<file path="src/rtl/legv8_pkg.sv">
`default_nettype none
// ============================================================================
//  Module      : legv8_pkg
//  Description : Shared constants for the LEGv8 execute stage: ALU operation
//                codes, R-type opcode patterns and the default datapath width.
//  Revision    : 1.0 - initial release
// ============================================================================
package legv8_pkg;

    // Default datapath width for operands, PC and results
    localparam int DATA_WIDTH = 64;

    // 4-bit ALU operation codes
    localparam logic [3:0] ALU_AND   = 4'b0000;
    localparam logic [3:0] ALU_OR    = 4'b0001;
    localparam logic [3:0] ALU_ADD   = 4'b0010;
    localparam logic [3:0] ALU_SUB   = 4'b0110;
    localparam logic [3:0] ALU_PASSB = 4'b0111;
    localparam logic [3:0] ALU_NOR   = 4'b1100;

    // R-type opcode patterns, instruction[31:21]
    localparam logic [10:0] OPC_ADD = 11'b10001011000;
    localparam logic [10:0] OPC_SUB = 11'b11001011000;
    localparam logic [10:0] OPC_AND = 11'b10001010000;
    localparam logic [10:0] OPC_ORR = 11'b10101010000;

endpackage : legv8_pkg
`default_nettype wire

</file>
<file path="src/rtl/alu_ctrl_decode.sv">
`default_nettype none
// ============================================================================
//  Module      : alu_ctrl_decode
//  Description : Combinational ALU control. Maps ALUOp1/ALUOp0 and the R-type
//                opcode field to a 4-bit ALU operation and flags R-type
//                opcodes that are not recognised.
//  Revision    : 1.0 - initial release
// ============================================================================
module alu_ctrl_decode
    import legv8_pkg::*;
(
    input  logic        alu_op1,
    input  logic        alu_op0,
    input  logic [10:0] opcode,
    output logic [3:0]  alu_opcode,
    output logic        illegal_op
);

    // Priority decode: memory add first, then CBZ pass-B, then R-type field
    always_comb begin
        alu_opcode = ALU_ADD;
        illegal_op = 1'b0;
        if (!alu_op1 && !alu_op0) begin
            alu_opcode = ALU_ADD;
        end else if (alu_op0) begin
            alu_opcode = ALU_PASSB;
        end else begin
            case (opcode)
                OPC_ADD: alu_opcode = ALU_ADD;
                OPC_SUB: alu_opcode = ALU_SUB;
                OPC_AND: alu_opcode = ALU_AND;
                OPC_ORR: alu_opcode = ALU_OR;
                default: begin
                    // Unknown R-type falls back to add so the datapath stays defined
                    alu_opcode = ALU_ADD;
                    illegal_op = 1'b1;
                end
            endcase
        end
    end

endmodule : alu_ctrl_decode
`default_nettype wire

</file>
<file path="src/rtl/alu_exec_unit.sv">
`default_nettype none
// ============================================================================
//  Module      : alu_exec_unit
//  Description : LEGv8 execute-stage slice. ALU control decode, 64-bit ALU
//                with zero detect, PC+4, branch target and next-PC select.
//                All outputs are registered with one cycle of latency.
//  Revision    : 1.0 - initial release
// ============================================================================
module alu_exec_unit
    import legv8_pkg::*;
#(
    parameter int WIDTH   = DATA_WIDTH,
    parameter int PC_STEP = 4
) (
    input  logic             clock,
    input  logic             reset,
    input  logic             alu_op1,
    input  logic             alu_op0,
    input  logic [10:0]      opcode,
    input  logic             alu_src,
    input  logic             branch,
    input  logic [WIDTH-1:0] operand_a,
    input  logic [WIDTH-1:0] reg_b,
    input  logic [WIDTH-1:0] imm,
    input  logic [WIDTH-1:0] pc,
    output logic [3:0]       alu_opcode,
    output logic [WIDTH-1:0] result,
    output logic             zero,
    output logic [WIDTH-1:0] pc_plus4,
    output logic [WIDTH-1:0] branch_target,
    output logic             take_branch,
    output logic [WIDTH-1:0] next_pc,
    output logic             illegal_op
);

    logic [3:0]       w_alu_opcode;
    logic             w_illegal;
    logic [WIDTH-1:0] w_operand_b;
    logic [WIDTH-1:0] w_result;
    logic             w_zero;
    logic [WIDTH-1:0] w_pc_plus4;
    logic [WIDTH-1:0] w_imm_shifted;
    logic [WIDTH-1:0] w_branch_target;
    logic             w_take_branch;
    logic [WIDTH-1:0] w_next_pc;

    logic [3:0]       r_alu_opcode;
    logic [WIDTH-1:0] r_result;
    logic             r_zero;
    logic [WIDTH-1:0] r_pc_plus4;
    logic [WIDTH-1:0] r_branch_target;
    logic             r_take_branch;
    logic [WIDTH-1:0] r_next_pc;
    logic             r_illegal;

    alu_ctrl_decode u_alu_ctrl_decode (
        .alu_op1    (alu_op1),
        .alu_op0    (alu_op0),
        .opcode     (opcode),
        .alu_opcode (w_alu_opcode),
        .illegal_op (w_illegal)
    );

    assign w_operand_b = alu_src ? imm : reg_b;

    // ALU core; unassigned codes deliberately produce zero
    always_comb begin
        w_result = '0;
        case (w_alu_opcode)
            ALU_AND:   w_result = operand_a & w_operand_b;
            ALU_OR:    w_result = operand_a | w_operand_b;
            ALU_ADD:   w_result = operand_a + w_operand_b;
            ALU_SUB:   w_result = operand_a - w_operand_b;
            ALU_PASSB: w_result = w_operand_b;
            ALU_NOR:   w_result = ~(operand_a | w_operand_b);
            default:   w_result = '0;
        endcase
    end

    // Modular adders: carries out of the top bit are dropped
    assign w_zero          = (w_result == '0);
    assign w_pc_plus4      = pc + WIDTH'(PC_STEP);
    assign w_imm_shifted   = imm << 2;
    assign w_branch_target = pc + w_imm_shifted;
    assign w_take_branch   = branch & w_zero;
    assign w_next_pc       = w_take_branch ? w_branch_target : w_pc_plus4;

    // Output register stage; active-low reset clears everything
    always_ff @(posedge clock) begin
        if (!reset) begin
            r_alu_opcode    <= '0;
            r_result        <= '0;
            r_zero          <= 1'b0;
            r_pc_plus4      <= '0;
            r_branch_target <= '0;
            r_take_branch   <= 1'b0;
            r_next_pc       <= '0;
            r_illegal       <= 1'b0;
        end else begin
            r_alu_opcode    <= w_alu_opcode;
            r_result        <= w_result;
            r_zero          <= w_zero;
            r_pc_plus4      <= w_pc_plus4;
            r_branch_target <= w_branch_target;
            r_take_branch   <= w_take_branch;
            r_next_pc       <= w_next_pc;
            r_illegal       <= w_illegal;
        end
    end

    assign alu_opcode    = r_alu_opcode;
    assign result        = r_result;
    assign zero          = r_zero;
    assign pc_plus4      = r_pc_plus4;
    assign branch_target = r_branch_target;
    assign take_branch   = r_take_branch;
    assign next_pc       = r_next_pc;
    assign illegal_op    = r_illegal;

endmodule : alu_exec_unit
`default_nettype wire

</file>
<file path="config.mk">
export PLATFORM = sky130hd
export DESIGN_NAME = alu_exec_unit
export DESIGN_NICKNAME = d
export VERILOG_FILES = /design/src/rtl/legv8_pkg.sv /design/src/rtl/alu_ctrl_decode.sv /design/src/rtl/alu_exec_unit.sv
export SDC_FILE = /design/constraint.sdc
export NUM_CORES = 1
export LEC_CHECK = 0
export CORE_MARGIN = 4
export CORE_UTILIZATION = 30
export CTS_BUF_LIST = sky130_fd_sc_hd__clkbuf_4 sky130_fd_sc_hd__clkbuf_8
export DETAILED_ROUTE_END_ITERATION = 10
export PLACE_DENSITY = 0.62
export SKIP_LAST_GASP = 1
export SLEW_MARGIN = 20
export SYNTH_ARGS = -nofsm -noshare
export SYNTH_HDL_FRONTEND = slang
export SYNTH_SLANG_ARGS = --single-unit
</file>
<file path="constraint.sdc">
create_clock -name clock -period 10.8 [get_ports clock]
set_clock_uncertainty 0.1 [all_clocks]
set_input_delay 1.62 -clock clock [delete_from_list [all_inputs] [get_ports clock]]
set_output_delay 1.62 -clock clock [all_outputs]
set_load 0.01 [all_outputs]
</file>
# After elaboration in Yosys (flattened, before gate mapping)
# Cells that the tools add are included.
dict set report word_totals {
  output_inout_bits 263
  elab_cells 40
  in_bits 273
  reg_bits 263
}
dict set report classes {
  eq_ne 9
  reduce_logical 7
  n_bitwise 5
  n_addsub 4
  n_mux 7
}
# cell n
set op_table {}
lappend op_table {{$pmux W64 S6} 1}
lappend op_table {{$add A64 B64 Y64} 2}
lappend op_table {{$mux W64} 2}
lappend op_table {{$add A64 B3 Y64 const B} 1}
lappend op_table {{$and A64 B64 Y64} 1}
lappend op_table {{$logic_not A64 Y1} 1}
lappend op_table {{$not A64 Y64} 1}
lappend op_table {{$or A64 B64 Y64} 1}
lappend op_table {{$sub A64 B64 Y64} 1}
lappend op_table {{$eq A11 B11 Y1 const B} 4}
lappend op_table {{$pmux W3 S3} 1}
lappend op_table {{$eq A4 B3 Y1 const B} 2}
lappend op_table {{$mux W4} 2}
lappend op_table {{$eq A4 B1 Y1 const B} 1}
lappend op_table {{$eq A4 B2 Y1 const B} 1}
lappend op_table {{$eq A4 B4 Y1 const B} 1}
lappend op_table {{$logic_not A4 Y1} 1}
lappend op_table {{$reduce_or A4 Y1} 1}
lappend op_table {{$reduce_or A3 Y1} 1}
lappend op_table {{$logic_not A1 Y1} 2}
lappend op_table {{$and A1 B1 Y1} 1}
lappend op_table {{$logic_and A1 B1 Y1} 1}
lappend op_table {{$mux W1} 1}
lappend op_table {{$not A1 Y1} 1}

# Depth between registers and ports, before layout
# Gate-level depths: netlist (run 1).
dict set report depth {
  word_depth 9
  ltp_mapped 32
  depth_no_buf 27
}

# Hierarchy
# From an unflattened synthesis (run 1), not the netlist that was laid out.
dict set report unflattened {
  cells_unflattened 2717
  hier_area_um2 21460.6
}
# module instances cells_each area_each_um2 seq_area_each_um2
set by_module_without_submodules {}
lappend by_module_without_submodules {alu_exec_unit 1 2704 21343.0 5185.0}
lappend by_module_without_submodules {alu_ctrl_decode 1 13 117.6 0.0}

# Worst setup path after synthesis (run 1)
# Ideal clock, no wire load.
dict set report synth_path {
  path_kind {input-to-reg}
  from {input port alu_src}
  to {register r_next_pc[10] (netlist: next_pc[10])}
  arrival_ps 8786
  setup_time_ps 121
  path_stages 30
  path_buffers 5
  required_ps 10579
  slack_ps 1792
  path_cell_list {buf_2 buf_2 buf_2 mux2_2 inv_1 ha_1 o221ai_1 or4_1 nor3_1 nand3_1 nor2_1 nand2_1 nor2_1 a21o_1 xor2_1 ha_1 clkbuf_1 nand4_1 or2_2 or4_1 o221a_2 a311o_1 a311oi_1 mux2_2 nor3_1 nand4_1 nor4_1 nand4_4 buf_6 mux2_4}
}
dict set report synth_via {
  elab_chain_cells 7
  elab_cells_between_ends 10
  cone_classes {add/sub: 2; mux: 3; bitwise: 4; reduce/logical: 1}
}
# item line_no
set synth_lines {}
lappend synth_lines {{from (decl)} alu_exec_unit.sv:20} ;# input logic alu_src,
lappend synth_lines {{$mux W64 *} alu_exec_unit.sv:64} ;# assign w_operand_b = alu_src ? imm : reg_b;
lappend synth_lines {{parallel branches: the longest is 2 deep, another holds $sub A64 B64 Y64} -}
lappend synth_lines {{$pmux W64 S6 *} alu_exec_unit.sv:69} ;# case (w_alu_opcode)
lappend synth_lines {{$logic_not A64 Y1 *} alu_exec_unit.sv:81} ;# assign w_zero = (w_result == '0);
lappend synth_lines {{$and A1 B1 Y1 *} alu_exec_unit.sv:85} ;# assign w_take_branch = branch & w_zero;
lappend synth_lines {{$mux W64 *} alu_exec_unit.sv:86} ;# assign w_next_pc = w_take_branch ? w_branch_target : w_pc_plus4;
lappend synth_lines {{to (signal assigned)} alu_exec_unit.sv:106} ;# r_next_pc <= w_next_pc;
lappend synth_lines {{to (decl)} alu_exec_unit.sv:53} ;# logic [WIDTH-1:0] r_next_pc;
# Every way passes the cells marked *.
# A chain may end at the register's enable or synchronous reset.

# Worst setup path after layout (run 1)
dict set report layout_path {
  from {input port imm[1]}
  to {register r_next_pc[23] (netlist: next_pc[23])}
}
dict set report layout_via {
  elab_chain_cells 7
  elab_cells_between_ends 11
  cone_classes {add/sub: 3; mux: 3; bitwise: 4; reduce/logical: 1}
}
# item line_no
set layout_lines {}
lappend layout_lines {{from (decl)} alu_exec_unit.sv:24} ;# input logic [WIDTH-1:0] imm,
lappend layout_lines {{parallel branches: the longest is 6 deep, another holds $sub A64 B64 Y64} -}
lappend layout_lines {{$mux W64 *} alu_exec_unit.sv:86}
# Marks and branches as above.

==> results of run 1 <==
-- how the worst max path moves through the flow --
stage / start / end / slack [ns] / cells past startpoint
4_1_cts: imm[1] / next_pc[17]$_SDFF_PN0_ / 1.14 / 26
3_3_place_gp: imm[1] / next_pc[14]$_SDFF_PN0_ / 0.60 / 26
6_report: imm[1] / next_pc[23]$_SDFF_PN0_ / 0.94 / 26
5_1_grt: imm[1] / next_pc[21]$_SDFF_PN0_ / 0.44 / 29
3_5_place_dp: imm[1] / next_pc[17]$_SDFF_PN0_ / 0.49 / 26
2_1_floorplan: alu_src / next_pc[10]$_SDFF_PN0_ / 1.79 / 30
-- logic make-up (layout without fill, tap and decap cells) --
group	after synthesis	in the layout	synth area share, %
AND/OR/NAND/NOR	1005	1005	23.38
AO/OA/AOI/OAI	822	822	23.96
flip-flops	258	258	24.21
buffers and inverters	205	722	4.029
XOR/XNOR	193	193	7.923
multiplexers	148	148	8.550
adder cells (fa/ha/maj)	135	135	7.929
other	1	15	0.01758
-- cell type report --
class                      instances  share of cell area [%]
multi-input combinational       2304                   53.63
timing repair buffer             583                   20.00
sequential                       258                   18.08
tap                              940                   4.118
clock buffer                      65                   2.869
inverter                          63                  0.8367
clock inverter                    11                  0.3329
antenna                           14                  0.1227
-- power groups by stage --
stage	clock network (W)	registers [W]	logic [W]
6_report	0.000948	0.00107	0.00153
5_1_grt	0.00102	0.00108	0.00164
4_1_cts	0.000975	0.00107	0.00151
3_5_place_dp	0	0.00109	0.00150
3_3_place_gp	0	0.00109	0.00151
2_1_floorplan	0	0.00113	0.000807
-- through the flow --
| stage | utilization [%] | setup WS (ns) |
|---|---|---|
| finish | 40.64 | 0.9438 |
| global route | 40.63 | 0.4446 |
| CTS | 40.59 | 1.143 |
| detailed placement | 39.29 | 0.4918 |
| global placement | 39.29 | 0.6041 |
| floorplan | - | 1.792 |
-- layer usage --
metal	up-vias	part of all wire (%)	wire length (µm)
met4	8	2.7	2775
met2	938	46	46840
met5	-	0.046	47
li1	11115	-	-
met1	11124	43	44030
met3	149	7.6	7747
-- registers in the layout, summed over array words and instances, names as in the netlist --
| name | flops |
|---|---|
| alu_opcode | 3 |
| next_pc | 62 |
| illegal_op | 1 |
| take_branch | 1 |
| pc_plus4 | 64 |
| zero | 1 |
| result | 64 |
| branch_target | 62 |
-- layout by cell type (no fill, tap or decap), drive strengths merged, types with 29 or more instances in the layout --
cell type,instances
clkdlybuf4s50,531
nor2,296
a21oi,278
dfxtp,258
nand2,218
o21ai,195
ha,128
xnor2,101
mux2,94
xor2,92
nor3,82
nand3,76
a21o,65
nand4,65
clkbuf,65
inv,64
mux2i,54
and2,52
buf,52
and3,39
o21a,34
a31oi,29
or3,29
-- cell usage after synthesis, drive strengths merged (6+ instances only) --
master and count:
nor4 26, and4 9, nor3 82, nand3b 9, o21bai 21, a221o 9, o31ai 21, a21oi 278
nor2 296, nand3 76, a31oi 29, a41oi 6, and2 52, a32oi 6, xnor2 101, a22oi 6
o211ai 21, o21ai 195, clkbuf 105, ha 128, a211o 12, a21o 65, nand2b 23, nand4 65
a31o 8, or4 11, mux2i 54, a311oi 7, buf 37, dfxtp 258, or2 14, a21boi 6
o22ai 20, nor3b 10, o21a 34, nor2b 26, or3 29, and3 39, a211oi 20, mux2 94
a221oi 9, xor2 92, nand2 218, inv 61
==> results.yml, run 1 <==
floorplan:
  coreArea_mm2: 0.07027
  start_util_pct: 30.36
  die_w_um: 274.7
  core.rowCount: 97
  dieHeight_um: 274.7
  io_pins: 536
  dieArea_mm2: 0.07545
layout:
  final_cells: 4238
  register_area_mm2: 0.005165
  drive_gt1_share_pct: 7.917
  fin_area_mm2: 0.02856
  multi_input_area_mm2: 0.01532
  nets: 3658
  syn_to_final_growth_pct: 33.87
  fill_cells: 7152
place:
  dp.cells: 4148
  io_buffer_count: 534
  placedInstanceArea_mm2: 0.02761
  dp_hpwl_um: 84030
  gp_congestion: 0.9831
setup_path:
  cp_top_family: "simple AND/OR/NAND/NOR gates"
  slowest_stage: "or4_1"
  endpoint_kind: "flip-flop"
  max_stage_delay_ns: 0.58
  crit_fanout: 27
  start_kind: "input pin"
  crit_type: "in -> reg"
  required_ns: 11.20
  crit_buf_inv: 2
  arrival_ns: 10.26
logic_synthesis:
  ys_seq_elements: 258
  syn-num-nets: 3170
  syn-cell-area_mm2: 0.02134
  synthArstFlopShare_pct: 0
  synth_top_area_share_pct: 24.21
  synthTopCellsByArea: "dfxtp_1 24%, ha_1 7.5%, a21oi_1 6.5%"
  seq_area_frac_synth_pct: 24.21
  yosysWarnings: 0
  avgSynthCellArea_um2: 7.711
  synth_cell_types: 92
  synth_edf_count: 0
  yosysTopAreaCell: "dfxtp_1"
  syn_inst: 2767
  synth_top_flop_cell: "dfxtp_1"
global_route:
  track_usage_pct: 25.38
  grt_pass1_vias: 22189
  busiest_layer: "met2"
  grt_start_max_net_pins: 81
  met3_usage_pct: 5.233
  grt_pass1_wl_um: 145000
  gr-total-overflow: 0
  grtUsageMet2_pct: 41.86
  antenna_found_initial: 15
  grt_use_met1_pct: 33.42
min_path:
  worstHoldStart: "pc[0]"
  hold_path.class: "in -> reg"
  hold_end: "pc_plus4[0]$_SDFF_PN0_"
  hold_depth: 2
cts:
  cts_sinks: 258
  cts-root-buf: "clkbuf_8"
  cts_hold_buf: 0
  post-cts-setup-buffers: 0
  clk_pin_slew_worst_paths_ns: 0.06
  h-tree-depth: 2
  max-clock-path-buffers: 3
  numCtsBuffers: 45
  cts_tree: "done"
  cts_resized: 0
power_and_ir_drop:
  switchingPower_w: 0.001349
  power_density_mw_per_mm2: 124.2
  p_int_w: 0.002198
  swShare_pct: 38.03
  p_total_w: 0.003547
  ir_worst_vdd_mv: 0.06452
  seqPwrFrac_pct: 30.2
  leakage_nw: 11.29
  power_frac_comb_pct: 43.0
  p_clk_share_pct: 26.7
timing:
  rsz0062_at_grt: "no"
  hold_ws_ns: 1.475
  fin_crit_ns: 9.856
  hold_viol: 0
  worstMarginPinSlew_ns: 1.065
  setup_tns_ns: 0
  clock.fmax_mhz: 101.5
  setup_viol: 0
  period_share_pct: 91.26
  final_max_slew_viol_count: 0
  relSlewSlack_pct: 27.19
routing:
  first_pass_iters: 6
  drt-vias-per-instance: 5.506
  detail-route-antenna-nets: 0
  drtIter0Drc: 2009
  drc: 0
  vias: 23334
  wl_um: 101400
  routedWlPerCell_um: 23.94
job:
  drv_cap: 0
status:
  outcome: "completed"
No activity file was read; power rests on OpenSTA's default activity.
==> run 2: changes to the inputs <==
- clock period: 10.8 -> 9.7 ns (I/O delays scaled with it)
==> results.yml, run 2 (synthesized netlist as in run 1, its figures left out) <==
status:
  outcome: "completed"
global_route:
  track_usage_pct: 25.15
  grt_start_max_net_pins: 80
  grt_pass1_wl_um: 144300
  grt_pass1_vias: 22268
  gr-total-overflow: 0
  antenna_found_initial: 17
layout:
  layout_commonest_cell: "clkdlybuf4s50_1"
  drive_gt1_share_pct: 8.141
  final_cell_mix: "531 x clkdlybuf4s50_1, 295 x nor2_1, 277 x a21oi_1"
  syn_to_final_growth_pct: 35.06
  nets: 3662
  utilization_pct: 41.01
power_and_ir_drop:
  leakage_nw: 11.41
  ir_worst_vdd_mv: 0.08415
  power_density_mw_per_mm2: 144.4
  p_total_w: 0.004162
timing:
  fin_crit_ns: 8.927
  setup_viol: 0
  rsz0062_at_grt: "no"
  worstMarginPinSlew_ns: 0.9705
  clock.fmax_mhz: 112.0
  setup_tns_ns: 0
  hold_viol: 0
  final_max_slew_viol_count: 0
  period_share_pct: 92.03
  relSlewSlack_pct: 35.30
routing:
  drtIter0Drc: 1710
  wl_um: 101000
  drt-vias-per-instance: 5.484
  drc: 0
  vias: 23273
  routedWlPerCell_um: 23.79
  first_pass_iters: 7
  detail-route-antenna-nets: 0
floorplan:
  dieHeight_um: 274.7
  die_w_um: 274.7
  coreArea_mm2: 0.07027
  start_util_pct: 30.36
  core.rowCount: 97
  io_pins: 536
  dieArea_mm2: 0.07545
cts:
  post-cts-setup-buffers: 0
  cts_sinks: 258
  cts_hold_buf: 0
  numCtsBuffers: 45
  cts_resized: 0
  clk_pin_slew_worst_paths_ns: 0.08
  cts_tree: "done"
  max-clock-path-buffers: 3
  cts-root-buf: "clkbuf_8"
  h-tree-depth: 2
place:
  dp_hpwl_um: 83280
  io_buffer_count: 534
  gp_congestion: 0.9875
min_path:
  hold_path.class: "in -> reg"
setup_path:
  crit_fanout: 22
  endpoint_kind: "flip-flop"
  arrival_ns: 9.31
  crit_type: "in -> reg"
  required_ns: 10.08
  start_kind: "input pin"
job:
  drv_cap: 0
[run 2: cell types whose count changed in the layout (fill, tap and decap cells not counted), sizes merged]
cell and delta:
bufinv +7, buf +4, clkinv -3, diode -2, clkbuf -1, clkinvlp +1
[run 2: path summary, 6_finish.rpt]
kind	slack, ns	to	cells after the start	startpoint
worst max-delay path	0.77	next_pc[6]$_SDFF_PN0_	28	imm[1]
worst min-delay path	1.32	illegal_op$_SDFF_PP0_	4	alu_op0
[run 2: layer usage]
layer	track usage, %	up-vias	routed length (µm)
met5	0	-	57
met1	33.35	10983	43990
li1	-	11127	-
met4	8.073	10	3254
met3	4.439	168	7580
met2	41.49	985	46080
[run 2: power breakdown]
group          switching [W]  total, W  internal (W)
sequential         0.0000330   0.00119       0.00116
combinational       0.000980   0.00170      0.000719
clock               0.000497   0.00127      0.000772
total                0.00151   0.00416       0.00265
[run 2: cell type report]
cell class,instances,area (µm²)
clock buffers,64,837.1
flip-flops and latches,258,5165
inverters,63,239.0
fillers,7138,41450
multi-input cells,2304,15320
well taps,940,1176
diodes,12,30.03
clock inverters,16,295.3
repair buffers,587,5756
[run 2: worst max-delay path, stage by stage]
cell             delay [ns]
clkdlybuf4s50_1        0.47
mux2i_1                0.39
ha_1                   0.27
o221ai_1               0.18
or4_1                  0.58
nor3_1                 0.35
nand3_1                0.21
nor2_1                 0.26
nand2_1                0.18
nor2_1                 0.22
buf_4                  0.16
nor2_1                 0.04
xor2_1                 0.16
ha_1                   0.46
nand4_1                0.15
or2_2                  0.31
or4_1                  0.40
o221a_2                0.28
a311o_1                0.40
a311oi_1               0.31
mux2_2                 0.37
nor3_1                 0.25
nand4_1                0.12
nor4_1                 0.43
nand4_4                0.15
buf_12                 0.19
buf_12                 0.20
mux2_4                 0.31
[run 2: through the flow]
step	hold WS, ns	cell area [µm²]	worst slack (ns)	instances
finish	1.315	28820	0.7727	4244
global route	1.282	28810	0.3679	4243
CTS	1.224	28790	0.9158	4232
detailed placement	1.944	27650	0.2911	4152
global placement	1.938	27650	0.4375	4152
floorplan	1.436	21340	0.8572	2767
==> run 3: changes to the inputs <==
- ABC_AREA: default -> 1
- PLACE_DENSITY: 0.62 -> 0.61
- RECOVER_POWER: default -> 50
- TNS_END_PERCENT: default -> 30
==> results.yml, run 3 <==
status:
  outcome: "finished with violations"
  violations: "max-capacitance violations, max-slew violations"
logic_synthesis:
  synth_top_area_share_pct: 22.06
  avgSynthCellArea_um2: 5.735
  synth_most_common_cell: "nand2_1"
  syn-cell-area_mm2: 0.02342
  ys_seq_elements: 258
  synth_cell_types: 54
  yosysWarnings: 0
  seq_area_frac_synth_pct: 22.06
  synthArstFlopShare_pct: 0
  synth_top_flop_cell: "dfxtp_1"
  synth_common_cells: "1181 x nand2_1, 636 x inv_1, 632 x nor2_1"
  syn_inst: 4083
  yosysTopAreaCell: "dfxtp_1"
  synth_edf_count: 0
  synthTopCellsByArea: "dfxtp_1 22%, nand2_1 19%, inv_1 10%"
  syn-num-nets: 4486
global_route:
  busiest_layer: "met2"
  grt_use_met1_pct: 36.06
  grt_pass1_wl_um: 174900
  grt_start_max_net_pins: 110
  grtUsageMet2_pct: 46.67
  track_usage_pct: 28.06
  gr-total-overflow: 0
  antenna_found_initial: 21
  grt_pass1_vias: 27573
  met3_usage_pct: 5.099
cts:
  cts_tree: "done"
  cts_sinks: 258
  cts_resized: 0
  post-cts-setup-buffers: 0
  max-clock-path-buffers: 3
  h-tree-depth: 2
  clk_pin_slew_worst_paths_ns: 0.06
  cts-root-buf: "clkbuf_8"
  numCtsBuffers: 45
  cts_hold_buf: 0
setup_path:
  start_kind: "input pin"
  endpoint_kind: "flip-flop"
  arrival_ns: 8.86
  crit_type: "in -> reg"
  path_cells: "buf_2 -> clkbuf_1 -> clkinvlp_2 -> buf_4 -> nor2_1"
  crit_fanout: 109
  max_stage_delay_ns: 3.95
  slowest_stage: "clkinvlp_2"
  required_ns: 10.07
  crit_buf_inv: 4
  cp_top_family: "buffers and inverters"
  crit_path_start: "reset"
power_and_ir_drop:
  leakage_nw: 15.49
  p_total_w: 0.004207
  power_density_mw_per_mm2: 136.7
  ir_worst_vdd_mv: 0.09984
timing:
  clock.fmax_mhz: 117.9
  setup_tns_ns: 0
  setup_viol: 0
  setup_ws_ns: 1.218
  final_max_slew_viol_count: 181
  fin_crit_ns: 8.482
  relSlewSlack_pct: -171.5
  worstMarginPinSlew_ns: 4.073
  rsz0062_at_grt: "no"
  hold_viol: 0
  period_share_pct: 87.45
floorplan:
  core.rowCount: 102
  io_pins: 536
  start_util_pct: 30.23
  coreArea_mm2: 0.07747
  die_w_um: 287.4
  dieHeight_um: 287.4
  dieArea_mm2: 0.08259
layout:
  syn_to_final_growth_pct: 31.38
  drive_gt1_share_pct: 3.424
  nets: 4983
  final_cell_mix: "1179 x nand2_1, 636 x inv_1, 632 x nor2_1"
  final_cells: 5674
  layout_commonest_cell: "nand2_1"
  fill_cells: 8545
routing:
  drc: 0
  routedWlPerCell_um: 21.15
  wl_um: 120000
  drt-vias-per-instance: 4.927
  vias: 27955
  detail-route-antenna-nets: 0
  first_pass_iters: 6
  drtIter0Drc: 2212
job:
  drv_cap: 3
min_path:
  hold_path.class: "in -> reg"
  worstHoldStart: "pc[1]"
place:
  place_ws_ns: 1.060
  io_buffer_count: 534
  dp_hpwl_um: 101100
  dp.cells: 5573
  gp_congestion: 0.9840
run 3: cell families (layout without fill, tap and decap cells):
kind of cell    count (synthesis)  count (layout)  share of synthesized area [%]
buf+inv                       774            1306                          12.89
xor+xnor                      189             189                          7.069
other cells                     1              20                        0.01601
simple gates                 2276            2276                          40.26
compound gates                454             454                          10.65
flops                         258             258                          22.06
fa+ha+maj                     130             130                          7.010
mux                             1               1                        0.04275
run 3: stage by stage:
step                      utilization [%]  area, µm²  hold slack (ns)
after global routing                39.70      30750            1.229
final                               39.71      30760            1.254
after CTS                           39.66      30730            1.199
after global placement              38.37      29730            1.893
after floorplan                         -      23420            1.439
after detailed placement            38.37      29730            1.895
run 3: metal layers:
layer	up-vias	part of all wire, %
li1	13852	-
met1	12735	43
met2	1146	46
met3	216	7.4
met4	6	4.0
met5	-	0.033
run 3: final timing paths:
check                           endpoint  slack (ns)  cells after the start
setup / recovery    result[2]$_SDFF_PN0_        1.22                      5
hold / removal    pc_plus4[1]$_SDFF_PN0_        1.25                      3
run 3: area by class of cell:
| type | instances | area (µm²) | area share (%) |
|---|---|---|---|
| Sequential cell | 258 | 5165 | 16.79 |
| Inverter | 673 | 2527 | 8.216 |
| Clock inverter | 13 | 118.9 | 0.3864 |
| Multi-Input combinational cell | 3051 | 15250 | 49.56 |
| Clock buffer | 69 | 880.8 | 2.863 |
| Tap cell | 1040 | 1301 | 4.230 |
| Timing Repair Buffer | 551 | 5475 | 17.80 |
| Antenna cell | 19 | 47.55 | 0.1546 |
run 3: power by group:
group / leakage (nW) / switching (W) / total (W) / internal, W
Sequential: 2.15 / 0.0000274 / 0.00119 / 0.00117
Combinational: 12.8 / 0.00123 / 0.00190 / 0.000663
Clock: 0.532 / 0.000505 / 0.00112 / 0.000612
==> RTL edit 1: new RTL, flow settings as in run 1 <==
Add an input register stage for `operand_a`; this delays it by one clock. The other inputs are not delayed to match.
--- a/src/rtl/alu_exec_unit.sv
+++ b/src/rtl/alu_exec_unit.sv
@@ -34,4 +34,10 @@
 );
 
+    logic [WIDTH-1:0] operand_a_q;
+
+    always_ff @(posedge clock) begin
+        operand_a_q <= operand_a;
+    end
+
     logic [3:0]       w_alu_opcode;
     logic             w_illegal;
@@ -68,10 +74,10 @@
         w_result = '0;
         case (w_alu_opcode)
-            ALU_AND:   w_result = operand_a & w_operand_b;
-            ALU_OR:    w_result = operand_a | w_operand_b;
-            ALU_ADD:   w_result = operand_a + w_operand_b;
-            ALU_SUB:   w_result = operand_a - w_operand_b;
+            ALU_AND:   w_result = operand_a_q & w_operand_b;
+            ALU_OR:    w_result = operand_a_q | w_operand_b;
+            ALU_ADD:   w_result = operand_a_q + w_operand_b;
+            ALU_SUB:   w_result = operand_a_q - w_operand_b;
             ALU_PASSB: w_result = w_operand_b;
-            ALU_NOR:   w_result = ~(operand_a | w_operand_b);
+            ALU_NOR:   w_result = ~(operand_a_q | w_operand_b);
             default:   w_result = '0;
         endcase
Formal check against the unedited RTL: not equivalent (Yosys sat finds a counterexample within 4 cycles, from zero or initial values and one cycle with reset low).
==> RTL edit 1 against run 1 <==
- synthesized cell count rose by 0.22%
- wire length fell by 1.4%
- count of clock-buffer cells in the layout rose by 14
- total power rose by 10%
- area after synthesis rose by 4.4%
- setup slack improved by 340 ps
- design area rose by 4.0%
- sequential cell count rose by 64
==> RTL edit 1: results (changes against run 1) <==
status: completed (unchanged)
Hold Path Cell Cnt: 4 (was 2)
met2 wire length: 43740 um (was 46840 um)
Fill cells: 7488 (was 7152)
hold_ws: 565.5 ps (was 1475 ps)
Final clock-cell share: 4.320% (was 3.202%)
first-pass GRT wire length: 142700 um (was 145000 um)
Max FO, Critical Path: 61 (was 27)
met3 global-route usage: 5.367% (was 5.233%)
Max VDD drop: 0.0001013 V (was 0.00006452 V)
Final min period: 9512 ps (was 9856 ps)
inverters: 61 (was 63)
initial antenna violation count: 26 (was 15)
share of cells above drive strength 1: 7.844% (was 7.917%)
Synth area leaders: dfxtp_1 (29%), ha_1 (7.2%), a21oi_1 (5.9%), nor2_1 (4.9%), xor2_1 (4.2%) (was dfxtp_1 (24%), ha_1 (7.5%), a21oi_1 (6.5%), nor2_1 (5.2%), o21ai_0 (4.5%))
gr usage total: 23.94% (was 25.38%)
worst-margin pin slew: 1015 ps (was 1065 ps)
dpl cells: 4144 (was 4148)
mux contribution to synthesized area: 7.607% (was 8.550%)
largest net degree at the start of global routing: 65 (was 81)
number of buffers created by CTS: 57 (was 45)
violation count after the first detailed-route iteration: 2155 (was 2009)
synth unique cells: 97 (was 92)
Seq power: 1.33 mW (was 1.07 mW)
clock power share: 32.5% (was 26.7%)
post-route cell area: 29690 um^2 (was 28560 um^2)
Routed WL: 100100 um (was 101400 um)
Leakage: 11.86 nW (was 11.29 nW)
Final HPWL DP: 81310 um (was 84030 um)
worst slack at placement: 785.0 ps (was 491.8 ps)
nets@finish: 3647 (was 3658)
crit path capture: next_pc[14] (was next_pc[23])
Layout clock buffers: 79 (was 65)
Switch Pwr: 1.325 mW (was 1.349 mW)
Final GP Congestion: 0.9881 (was 0.9831)
total number of vias: 23200 (was 23330)
vias in the first global route: 21780 (was 22190)
DRT Pass-1 Iters: 7 (was 6)
multi-input gate share of total cell area: 50.28% (was 53.63%)
post-synthesis sequential area ratio: 28.95% (was 24.21%)
R2R setup slack: 4930 ps
Synth top cells by count: dfxtp_1 (322), nor2_1 (292), a21oi_1 (264), nand2_1 (232), o21ai_0 (171) (was nor2_1 (296), a21oi_1 (277), dfxtp_1 (258), nand2_1 (218), o21ai_0 (190))
arrival time worst endpoint: 9960 ps (was 10260 ps)
max layer used: met5 (unchanged)
met1 Use GR: 32.97% (was 33.42%)
Non-clock buffer share: 18.69% (was 20.00%)
Post-Syn Nets: 3176 (was 3170)
Sequential cell area: 6446 um^2 (was 5165 um^2)
Seq cells post-synth: 322 (was 258)
Mean Syn Cell Area: 8.031 um^2 (was 7.711 um^2)
grt met2 use: 36.70% (was 41.86%)
Avg WL per Cell: 23.44 um (was 23.94 um)
Cell Rows: 99 (was 97)
Synth Area in Compound Gates: 22.47% (was 23.96%)
Multi-In Gates: 2241 (was 2304)
Worst setup startpoint: alu_src (was imm[1])
[RTL edit 1: cell count changes in the layout (fill, tap and decap cells not counted), moves of 11 or more]
cell	change
buf_4	-22
o21a_1	-11
xor2_1	+16
o21ai_0	-19
mux2i_1	-11
a21o_1	+18
dfxtp_1	+64
nand2_1	+14
nor3_1	-19
mux2_4	-16
o21ai_1	+13
a21oi_1	-13
clkbuf_8	+12
[RTL edit 1: critical path, stage by stage]
cell,delay [ps]
buf_4,450
buf_4,690
mux2i_1,520
o21ai_1,250
nor3b_1,220
and4_1,420
and2_1,200
nor2_1,50
xor2_1,160
ha_1,440
a21oi_1,410
o211ai_1,150
a21boi_0,400
o21ai_0,150
a211oi_1,740
mux2i_1,340
nand3_1,210
a2111o_1,390
nor4_1,560
and4_1,410
and3_1,250
nand3_4,90
buf_12,190
mux2_4,400
==> RTL edit 2: new RTL, flow settings as in run 1 <==
Made on the original files. The package constant `DATA_WIDTH` goes from 64 to 68.
--- a/src/rtl/legv8_pkg.sv
+++ b/src/rtl/legv8_pkg.sv
@@ -9,5 +9,5 @@
 
     // Default datapath width for operands, PC and results
-    localparam int DATA_WIDTH = 64;
+    localparam int DATA_WIDTH = 68;
 
     // 4-bit ALU operation codes
Interface: changed (8 resized); port bits go from 536 to 568. No check against the original RTL was run, so the function may have changed too.
==> RTL edit 2 against run 1 <==
- final cell count rose by 4.9%
- count of clock-buffer cells in the layout rose by 6
- area after synthesis rose by 6.3%
- die area rose by 6.1%
- setup slack improved by 1000 ps
- highest routed layer unchanged
- wire length rose by 7.4%
- first-iteration DRC count rose by 6.0%
- design area rose by 5.5%
- total power rose by 3.0%
- worst hold slack got worse by 27 ps
- critical path depth fell by 1
- sequential cell count rose by 16
- largest power group unchanged
==> RTL edit 2: results (changes against run 1) <==
violation count after the first detailed-route iteration: 2129 (was 2009)
Post-Synth Adder-Cell Area: 7.768% (was 7.929%)
arrival time worst endpoint: 9220 ps (was 10260 ps)
hold endpoint: branch_target[16] (was pc_plus4[0])
largest net degree at the start of global routing: 114 (was 81)
Max FO, Critical Path: 66 (was 27)
gr usage total: 25.59% (was 25.38%)
mux contribution to synthesized area: 7.862% (was 8.550%)
grt met2 use: 40.96% (was 41.86%)
Final clock-cell share: 3.530% (was 3.202%)
met2 wire length: 48880 um (was 46840 um)
Hold Path Origin: reset (was pc[0])
met3 global-route usage: 4.767% (was 5.233%)
Leakage: 11.86 nW (was 11.29 nW)
routed vias/inst: 5.595 (was 5.506)
Max-Slew Margin vs Limit: 29.03% (was 27.19%)
hold_ws: 1447 ps (was 1475 ps)
Synth Area in Compound Gates: 24.90% (was 23.96%)
Layout clock buffers: 71 (was 65)
Post-Syn Nets: 3378 (was 3170)
Non-clock buffer share: 19.33% (was 20.00%)
Max VDD drop: 0.00006506 V (was 0.00006452 V)
Synth top cells by count: nor2_1 (309), a21oi_1 (300), dfxtp_1 (274), nand2_1 (250), o21ai_0 (190) (was nor2_1 (296), a21oi_1 (277), dfxtp_1 (258), nand2_1 (218), o21ai_0 (190))
Seq cells post-synth: 274 (was 258)
status: completed (unchanged)
DRT met1 WL: 48590 um (was 44030 um)
Non-clk bufs: 587 (was 583)
count of input and output buffers: 566 (was 534)
==> RTL edit 2: cell count changes after synthesis, moves of 12 or more <==
cell and change:
mux2_4 -22, a21o_1 +14, xor2_1 +12, mux2_2 +34, clkbuf_1 +25, nand2_1 +32, nor2_1 +13, mux2i_1 -19
a21oi_1 +23, dfxtp_1 +16, a31oi_1 +23
==> RTL edit 2: cells by family (layout without fill, tap and decap cells) <==
| logic type | count (synthesis) | count (layout) |
|---|---|---|
| AOI/OAI and AO/OA | 901 | 901 |
| xor gates and xnor gates | 211 | 211 |
| adders and majority gates | 140 | 140 |
| buffers and inverters | 234 | 738 |
| DFF | 274 | 274 |
| muxes | 148 | 148 |
| other | 1 | 22 |
| and+or+nand+nor | 1042 | 1042 |
==> RTL edit 2: power by group <==
part	switching [mW]	total (mW)	internal, mW
combinational	0.840	1.46	0.616
sequential	0.0275	1.13	1.10
clock	0.451	1.06	0.614
total	1.32	3.65	2.33
